<file path="src/rtl/booth_multiplier.sv">
// ============================================================================
// Module   : booth_multiplier
// Purpose  : Iterative 32x32 signed multiplier, radix-2 Booth recoding.
//            One add/subtract/shift step per clock, 32 steps per operation.
//            Returns the low 32 bits of the product and a signed-overflow
//            flag, announced by a one-cycle ready pulse.
// Ports    :
//   clock           in   rising-edge clock
//   reset_n         in   asynchronous active-low reset
//   ctrl_MULT       in   start request, honoured only while not busy
//   data_operandA   in   [31:0] multiplicand (two's complement)
//   data_operandB   in   [31:0] multiplier (two's complement)
//   data_result     out  [31:0] low word of A*B, held until next completion
//   data_exception  out  signed overflow of the 32-bit result
//   data_resultRDY  out  one-cycle completion pulse
//   busy            out  high while an operation is in flight
// Revision : 1.0 - initial release
// ============================================================================
`default_nettype none

module booth_multiplier (
  input  logic        clock,
  input  logic        reset_n,
  input  logic        ctrl_MULT,
  input  logic [31:0] data_operandA,
  input  logic [31:0] data_operandB,
  output logic [31:0] data_result,
  output logic        data_exception,
  output logic        data_resultRDY,
  output logic        busy
);

  localparam logic [0:0] IDLE = 1'b0;
  localparam logic [0:0] RUN  = 1'b1;

  localparam logic [5:0] LAST_STEP = 6'd31;

  logic [0:0]  state;
  logic [32:0] mcand;
  logic [32:0] acc;
  logic [31:0] mplier;
  logic        q_1;
  logic [5:0]  count;

  // Booth step datapath
  logic [32:0] addend;
  logic        carry_in;
  logic [32:0] sum;
  logic [32:0] acc_next;
  logic [31:0] mplier_next;
  logic [32:0] prod_hi;
  logic        overflow;

  // Subtraction is acc + ~mcand + 1, so the adder is shared by both cases.
  always_comb begin
    addend   = 33'd0;
    carry_in = 1'b0;
    case ({mplier[0], q_1})
      2'b01: addend = mcand;
      2'b10: begin
        addend   = ~mcand;
        carry_in = 1'b1;
      end
      default: addend = 33'd0;
    endcase
  end

  assign sum = acc + addend + {32'd0, carry_in};

  // Arithmetic right shift of {sum, mplier, q_1}; the sign of the 33-bit
  // sum is replicated so the most negative multiplicand stays exact.
  assign acc_next    = {sum[32], sum[32:1]};
  assign mplier_next = {sum[0], mplier[31:1]};

  // After the final step the 64-bit product is {acc_next[31:0], mplier_next}.
  // The low word is representable only if bits 63..31 are a pure sign fill.
  assign prod_hi  = {acc_next[31:0], mplier_next[31]};
  assign overflow = !((prod_hi == 33'd0) || (prod_hi == {33{1'b1}}));

  always_ff @(posedge clock or negedge reset_n) begin
    if (!reset_n) begin
      state          <= IDLE;
      mcand          <= 33'd0;
      acc            <= 33'd0;
      mplier         <= 32'd0;
      q_1            <= 1'b0;
      count          <= 6'd0;
      data_result    <= 32'd0;
      data_exception <= 1'b0;
      data_resultRDY <= 1'b0;
      busy           <= 1'b0;
    end else begin
      data_resultRDY <= 1'b0;
      if (state == IDLE) begin
        if (ctrl_MULT) begin
          mcand  <= {data_operandA[31], data_operandA};
          acc    <= 33'd0;
          mplier <= data_operandB;
          q_1    <= 1'b0;
          count  <= 6'd0;
          busy   <= 1'b1;
          state  <= RUN;
        end
      end else begin
        acc    <= acc_next;
        mplier <= mplier_next;
        q_1    <= mplier[0];
        count  <= count + 6'd1;
        if (count == LAST_STEP) begin
          data_result    <= mplier_next;
          data_exception <= overflow;
          data_resultRDY <= 1'b1;
          busy           <= 1'b0;
          state          <= IDLE;
        end
      end
    end
  end

endmodule

`default_nettype wire

</file>
<file path="config.mk">
export PLATFORM = sky130hd
export DESIGN_NAME = booth_multiplier
export DESIGN_NICKNAME = d
export VERILOG_FILES = /design/src/rtl/booth_multiplier.sv
export SDC_FILE = /design/constraint.sdc
export NUM_CORES = 1
export LEC_CHECK = 0
export CORE_MARGIN = 4
export CORE_UTILIZATION = 40
export DETAILED_ROUTE_END_ITERATION = 12
export PLACE_DENSITY = 0.6
export SYNTH_ARGS = -nofsm -noshare
export SYNTH_HDL_FRONTEND = slang
export SYNTH_SLANG_ARGS = --single-unit
</file>
<file path="constraint.sdc">
create_clock -name clock -period 4.5 [get_ports clock]
set_clock_uncertainty 0.2 [all_clocks]
set_input_delay 0.9 -clock clock [delete_from_list [all_inputs] [get_ports clock]]
set_output_delay 0.9 -clock clock [all_outputs]
set_load 0.02 [all_outputs]
</file>
Yosys cells after proc, flatten, opt, wreduce, memory -nomap -nowiden. Index checks and enable logic that the tools add are counted.

Flip-flop bits (word level): 140. Input bits: 67. Output and inout port bits: 35. Logic and storage cells: 45.

Muxes and demuxes: 18. Reduce and logical (&&, ||, !) cells: 7. Equality and inequality tests: 5. Add/subtract/negate cells: 3. Bitwise operators: 2.

Operator list (count): $mux 33 (2); $pmux 33 s2 (1); $mux 32 (2); $add 33x1->33 (1); $add 33x33->33 (1); $eq 33x33->1 const B (1); $logic_not 33->1 (1); $not 33->33 (1); $mux 6 (2); $mux 1 (11); $add 6x1->6 const B (1); $eq 6x5->1 const B (1); $reduce_and 2->1 (3); $eq 2x1->1 const B (1); $eq 2x2->1 const B (1); $ne 2x1->1 const B (1); $reduce_bool 2->1 (1); $logic_not 1->1 (1); $logic_or 1x1->1 (1); $not 1->1 (1).

Depth between registers and ports, before layout. Gate-level depths: netlist of the first run.

Depth in word-level cells: 7. Depth in mapped cells: 18. Mapped depth without buffers: 16.

Least setup slack after synthesis of the first run. Ideal clock, no wire load.

Path type: register to register. Start: register mplier[0]. End: register data_exception. Arrival time: 4.212 ns. Cell stages (with the launch flop): 18. Data required time: 4.172 ns. Path buffers: 2. Path slack: -0.040 ns. Period minus slack after synthesis: 4.540 ns. Setup time: 0.128 ns. Cell sequence: dfrtp_1 nor2b_1 clkbuf_1 clkbuf_1 a21oi_1 fa_1 fa_1 nand2b_1 a21oi_1 nor2_1 o311ai_1 xor2_1 and3_1 nand3_1 or4_1 or3_1 o32ai_2 nor3_1.

Cells in the longest elaborated chain, start to end: 7. Elaborated cells on any way between the ends: 10. Those cells by class: add/sub (2); eq/ne (3); mux (2); reduce/logical (3).

Ends and longest elaborated chain: start, declared (RTL line 41) `logic [31:0] mplier;`; start signal, assigned (RTL line 98) `mplier <= data_operandB;`; start signal, assigned (RTL line 106) `mplier <= mplier_next;`; $eq 2x2->1 / $eq 2x1->1 (equally long branches) (RTL line 58) `case ({mplier[0], q_1})`; $pmux 33 s2 (RTL line 58); $add 33x33->33 (RTL line 68) `assign sum = acc + addend + {32'd0, carry_in};`; $add 33x1->33 (*) (RTL line 68); $eq 33x33->1 / $logic_not 33->1 (equally long branches) (RTL line 78) `assign overflow = !((prod_hi == 33'd0) || (prod_hi == {33{1'b1}}));`; $logic_or 1x1->1 (*) (RTL line 78); $logic_not 1->1 (*) (RTL line 78); end signal, assigned (RTL line 111) `data_exception <= overflow;`; end, declared (RTL line 28) `output logic data_exception,`.

Mark *: on every way between the ends. The rest lies on a longest branch, timed or not. A chain may end at the register's enable or synchronous reset.

Final worst setup path of the first run. Ends and elaborated chain as after synthesis.

==> results.toml, run 1 <==
[status]
status = "finished clean"

[synthesis]
syn_inst = 857
yosys-top-cells-area = "dfrtp_1 44%, nand2_1 9.7%, o21ai_0 5.7%"
synth_area_per_cell_sq_um = 9.14
synth.distinct_cells = 63
synthArstFlopShare_pct = 100
ys.warnings.count = 0
synth_area_sq_um = 7830
synth-edff-count = 0
yosysTopAreaCell = "dfrtp_1"
synth_top_area_share_pct = 44.4
synth-main-ff-cell = "dfrtp_1"
yosysSeqAreaShare_pct = 44.4
ys_seq_elements = 139
synth_nets = 958

[worst_setup_path]
arrival_ns = 4.46
critPathMaxFanout = 8
startpoint = "mplier[0]"
cp-start-kind = "flip-flop"
r2r_start = "mplier[0]"
worstPathRequired_ns = 4.61
critPathCaptureType = "flip-flop"
crit_type = "flip-flop to flip-flop"

[placed_design]
portBuffers = 101
hpwlAfterDp_mm = 14.1
placed_cells = 1221
place_congestion = 0.932

[floorplanning]
pin_count = 102
core_sq_um = 19000
rows = 50
dieArea_sq_um = 21900
initial_utilization_pct = 41.3
die_width_um = 148
die_y_um = 148

[layout]
antenna_cells = 0
fin_util_pct = 53.6
drive_above_1_share_pct = 16.3
area_growth_pct = 29.7
layout.nets = 1092
stdcell_count = 1263

[global_route]
grt_start_max_net_pins = 95
grt_usage_pct = 18.9
antenna_found_initial = 1
grt_pass1_wl_mm = 33.6
grt_pass1_vias = 6788
overflow = 0

[timing]
timing.final.crit_share_pct = 96.8
tightest_slew_ns = 0.950
relSlewSlack_pct = 36.7
finalHoldViolCount = 0
min_period_ns = 4.36
setup_violations = 0
fmax_mhz = 230
rsz0062_at_grt = "true"
drv_slew = 0
tns_ns = 0
hold_ws_ns = 0.290

[run]
max-cap-violations = 0

[detailed_routing]
finalWirelength_mm = 20.3
vias_per_cell = 5.30
drt-pass1-iter-count = 4
ant_nets = 0
dr_total_vias = 6694
drt_iter0_markers = 344
routedWlPerCell_um = 16.1
drc_errors = 0

[clock_network]
numCtsBuffers = 17
cts-root-buf = "clkbuf_16"
cts_max_level = 4
clkSinkCount = 139
insertion_delay_ns = 0.43
tritoncts = "built"
cts.path.max_buffers = 2
clk_pin_slew_ns = 0.07

[worst_hold_path]
min-delay-start = "acc[19]"
hold_path_class = "flip-flop to flip-flop"
-- logic make-up (layout without fill, tap and decap cells) --
logic type,after synthesis,after routing,synth area share [%]
fa+ha+maj,34,34,5.62
simple gates,328,328,18.8
flops,139,139,44.4
compound gates,209,209,16.8
xor+xnor,24,24,2.68
mux,66,66,8.93
buf+inv,57,203,2.78
-- registers in the layout (all words and copies together) (netlist names) --
name	count
mplier	32
acc	32
q_1	1
state	1
data_result	32
busy	1
data_resultRDY	1
data_exception	1
count	6
mcand	32
-- routing by layer --
metal  global-route usage [%]  share of wire, %  wire length (um)  vias up
met4                     7.48               2.4               491        2
met3                     6.74               7.2              1470       45
met5                        0             0.035                 7        -
met1                     24.2                45              9110     3160
li1                         -                 -                 -     3314
met2                     29.4                45              9210      173
-- layout by cell type, fill, tap and decap left out, types with 22 or more instances in the layout --
cell type and instances:
nand2_1 202, dfrtp_1 138, clkdlybuf4s50_1 99, o21ai_0 88, buf_4 54, mux2i_1 35
a21oi_1 34, ha_1 32, mux2_2 31, nor2_1 30, a22o_1 22
-- worst max-delay path, stage by stage (launching register included) --
cell and delay, ns:
dfrtp_1 0.42, nor2b_4 0.19, buf_6 0.16, nand2_1 0.06, o21a_1 0.13, inv_1 0.06, ha_1 0.21, nor2b_1 0.16
o31ai_2 0.30, a21oi_2 0.11, a2111o_1 0.51, a2111oi_2 0.32, or3b_4 0.21, nand4_1 0.09, or4_4 0.42, or3_4 0.41
o32ai_2 0.21, nor3_1 0.07
-- synthesized netlist by cell type, drive strengths merged, types with 3 or more instances --
cell,count
nor3b,4
or3,3
nor2,35
nand4,10
nor4,5
and3,7
ha,32
xor2,6
mux2i,35
or4,3
a21o,7
nand2,203
dfrtp,139
nand4b,6
nor3,12
nand3,16
a21oi,38
inv,13
buf,6
xnor2,18
nor2b,8
or2,3
a31oi,5
nand2b,6
clkbuf,37
o211ai,6
mux2,31
o31ai,5
a22o,22
a31o,4
o21ai,90
a2111oi,3
o21a,8
a211oi,3
-- worst paths after layout --
check | end | cells after the start | slack [ns]
max in group asynchronous | acc[2] | 2 | 3.02
min reg2reg | acc[19] | 2 | 0.29
min | acc[19] | 2 | 0.29
max | data_exception | 17 | 0.14
min in group asynchronous | mcand[13] | 1 | 0.32
max reg2reg | data_exception | 17 | 0.14
-- area by class of cell --
| class | instances | area (sq um) |
|---|---|---|
| Fill cell | 1756 | 8790 |
| Timing Repair Buffer | 158 | 1450 |
| Clock buffer | 17 | 425 |
| Inverter | 14 | 52.6 |
| Multi-Input combinational cell | 661 | 4300 |
| Sequential cell | 139 | 3480 |
| Tap cell | 260 | 325 |
| Clock inverter | 14 | 134 |
-- repair_timing --
item,4_1_cts,5_1_grt
setup endpoints to repair,1,1
gates resized for setup,1,33
pin swaps,0,10
gates cloned,0,1
buffers inserted,0,10
hold buffers,0,0
endpoints found under the hold margin,0,0
-- metrics by stage --
stage / cell area (sq um) / worst slack [ns]
after floorplan: 7840 / 0.0692
after global placement: 9380 / 0.0586
after detailed placement: 9380 / -0.0244
after CTS: 9950 / 0.0288
after global routing: 10200 / -0.0288
final: 10200 / 0.145
Power of run 1 is not shown: default switching activity piles up to over one toggle a cycle in this logic, so the estimate is an artifact.
==> run 2: changes to the inputs <==
GPL_TIMING_DRIVEN = 0   (was unset)
==> run 2 against run 1 <==
Worst hold slack worse by 0.050 ns. Via count decreased by 1.1%. Highest routed layer is now met4. Routed wire length increased by 1.6%. Cell area decreased by 0.47%. Non-clock buffer count fell by 6. Count of clock-buffer cells in the layout rose by 1. Utilization shrank 0.25 points. Largest cell class unchanged.
==> results.toml, run 2 (synthesized netlist as in run 1, its figures left out) <==
[worst_setup_path]
cp_slowest_cell = "or4_4"
crit_type = "flip-flop to flip-flop"
critPathCaptureType = "flip-flop"
ff2ff_setup_slack_ns = 0.01
reg2regPathDepth = 17
path_delay_family = "simple AND/OR/NAND/NOR gates"
critical-path-max-stage-delay_ns = 0.55
cp-start-kind = "flip-flop"
arrival_ns = 4.60
worstPathRequired_ns = 4.61
path_cells = "nor2b_2 > clkbuf_8 > clkbuf_16 > a21oi_2 > fa_2 > fa_2 > nand2b_4 > a21oi_4 > o21bai_2 > a21o_1 > a21oi_2 > and2_1 > nor2_1 > or4_4 > or4_4 > nor4_2 > nor3_1"
critPathMaxFanout = 10
r2r-end = "data_exception"
crit_buf_inv = 2
r2r_start = "mplier[0]"

[run]
max-cap-violations = 0

[timing]
drv_slew = 0
worst_slack_ns = 0.0139
hold_ws_ns = 0.240
setup_violations = 0
timing.final.crit_share_pct = 99.7
rsz0062_at_grt = "true"
fmax_mhz = 223
min_period_ns = 4.49
relSlewSlack_pct = 50.4
tightest_slew_ns = 0.744
finalHoldViolCount = 0

[power_and_ir_drop]
power.leakage_nw = 4.54
total_power_mw = 9.75
ir_drop_mv = 0.358
powerDensity_nw_per_um2 = 964

[clock_network]
insertion_delay_ns = 0.43
clk_pin_slew_ns = 0.07
clkSinkCount = 139
postCtsHoldBufs = 0
numCtsBuffers = 17
cts.path.max_buffers = 2
tritoncts = "built"
cts_max_level = 4
cts-root-buf = "clkbuf_16"

[global_route]
grt_usage_pct = 19.3
grt_pass1_wl_mm = 34.2
grt_pass1_vias = 6697
overflow = 0
antenna_found_initial = 0
grt_start_max_net_pins = 81

[layout]
area_growth_pct = 29.1
layout.nets = 1086
antenna_cells = 0
layout_commonest_cell = "nand2_1"
drive_above_1_share_pct = 13.2
design_area_sq_um = 10100
most-common-layout-cells = "203 x nand2_1, 138 x dfrtp_1, 100 x clkdlybuf4s50_1, 87 x o21ai_0, 35 x mux2i_1"

[floorplanning]
die_y_um = 148
core_sq_um = 19000
pin_count = 102
rows = 50
dieArea_sq_um = 21900
initial_utilization_pct = 41.3
die_width_um = 148

[detailed_routing]
drc_errors = 0
drt-pass1-iter-count = 5
vias_per_cell = 5.26
ant_nets = 0
routedWlPerCell_um = 16.4
dr_total_vias = 6623
finalWirelength_mm = 20.6
drt_iter0_markers = 443

[placed_design]
place_congestion = 0.846
pre_cts_ws_ns = -0.903
hpwlAfterDp_mm = 14.8
portBuffers = 101
dpl-instance-area_sq_um = 9200

[status]
status = "finished clean"

[worst_hold_path]
hold_path_class = "input pin to async pin"
## run 2: cell count changes in the layout (fill, tap and decap cells not counted), moves of 3 or more
cell and change:
buf_1 +3, ha_1 -4, clkbuf_2 +3, buf_4 -45, nor2_1 +3, clkinv_2 -3, clkbuf_1 +28
## run 2: per-layer routing
layer	share of wire, %	routed length, um	track usage, %
met3	7.0	1450	7.02
met2	45	9370	30.5
met5	0	0	0
met4	1.2	248	4.48
met1	46	9540	25.5
## run 2: area by class of cell
type	count	area, sq um
Fill cell	1775	8840
Tap cell	260	325
Multi-Input combinational cell	661	4360
Buffer	41	214
Clock buffer	18	429
Inverter	14	52.6
Sequential cell	139	3480
Clock inverter	14	149
Timing Repair Buffer	111	1110
## run 2: what timing repair did
| action | in CTS | in global routing |
|---|---|---|
| pin swaps | 12 | 10 |
| endpoints found under the setup margin | 1 | 1 |
| gates resized for setup | 46 | 23 |
| buffers inserted | 8 | 1 |
## run 2: worst max path at each step
stage | start | endpoint | slack, ns | cells after the start
2_1_floorplan | mplier[0] | data_exception | 0.07 | 17
3_3_place_gp | reset_n | data_result[20] | -3.61 | 1
3_5_place_dp | mplier[0] | data_exception | -0.90 | 17
4_1_cts | q_1 | data_exception | -0.02 | 15
5_1_grt | q_1 | data_exception | -0.21 | 18
6_report | mplier[0] | data_exception | 0.01 | 17
## run 2: report_power, final
part           internal (mW)  total [mW]  switching [mW]
sequential              1.89        2.30           0.410
combinational           2.67        6.04            3.37
clock                  0.785        1.41           0.621
## run 2: metrics by stage
| stage | cells | utilization (%) | setup TNS [ns] |
|---|---|---|---|
| after floorplan | 857 | - | 0 |
| after global placement | 1218 | 48.4 | -500.43 |
| after detailed placement | 1219 | 48.5 | -0.903 |
| after CTS | 1258 | 52.9 | -0.0211 |
| after global routing | 1258 | 53.4 | -0.208 |
| final | 1258 | 53.4 | 0 |
Note: power is estimated with default switching activity, not from simulation.
==> run 3: changes to the inputs <==
GPL_TIMING_DRIVEN = 1   (was 0)
==> results of run 3 <==
The final DEF is identical to that of run 1; final timing and power are the same.
Power of run 3 is left out for the same reason.
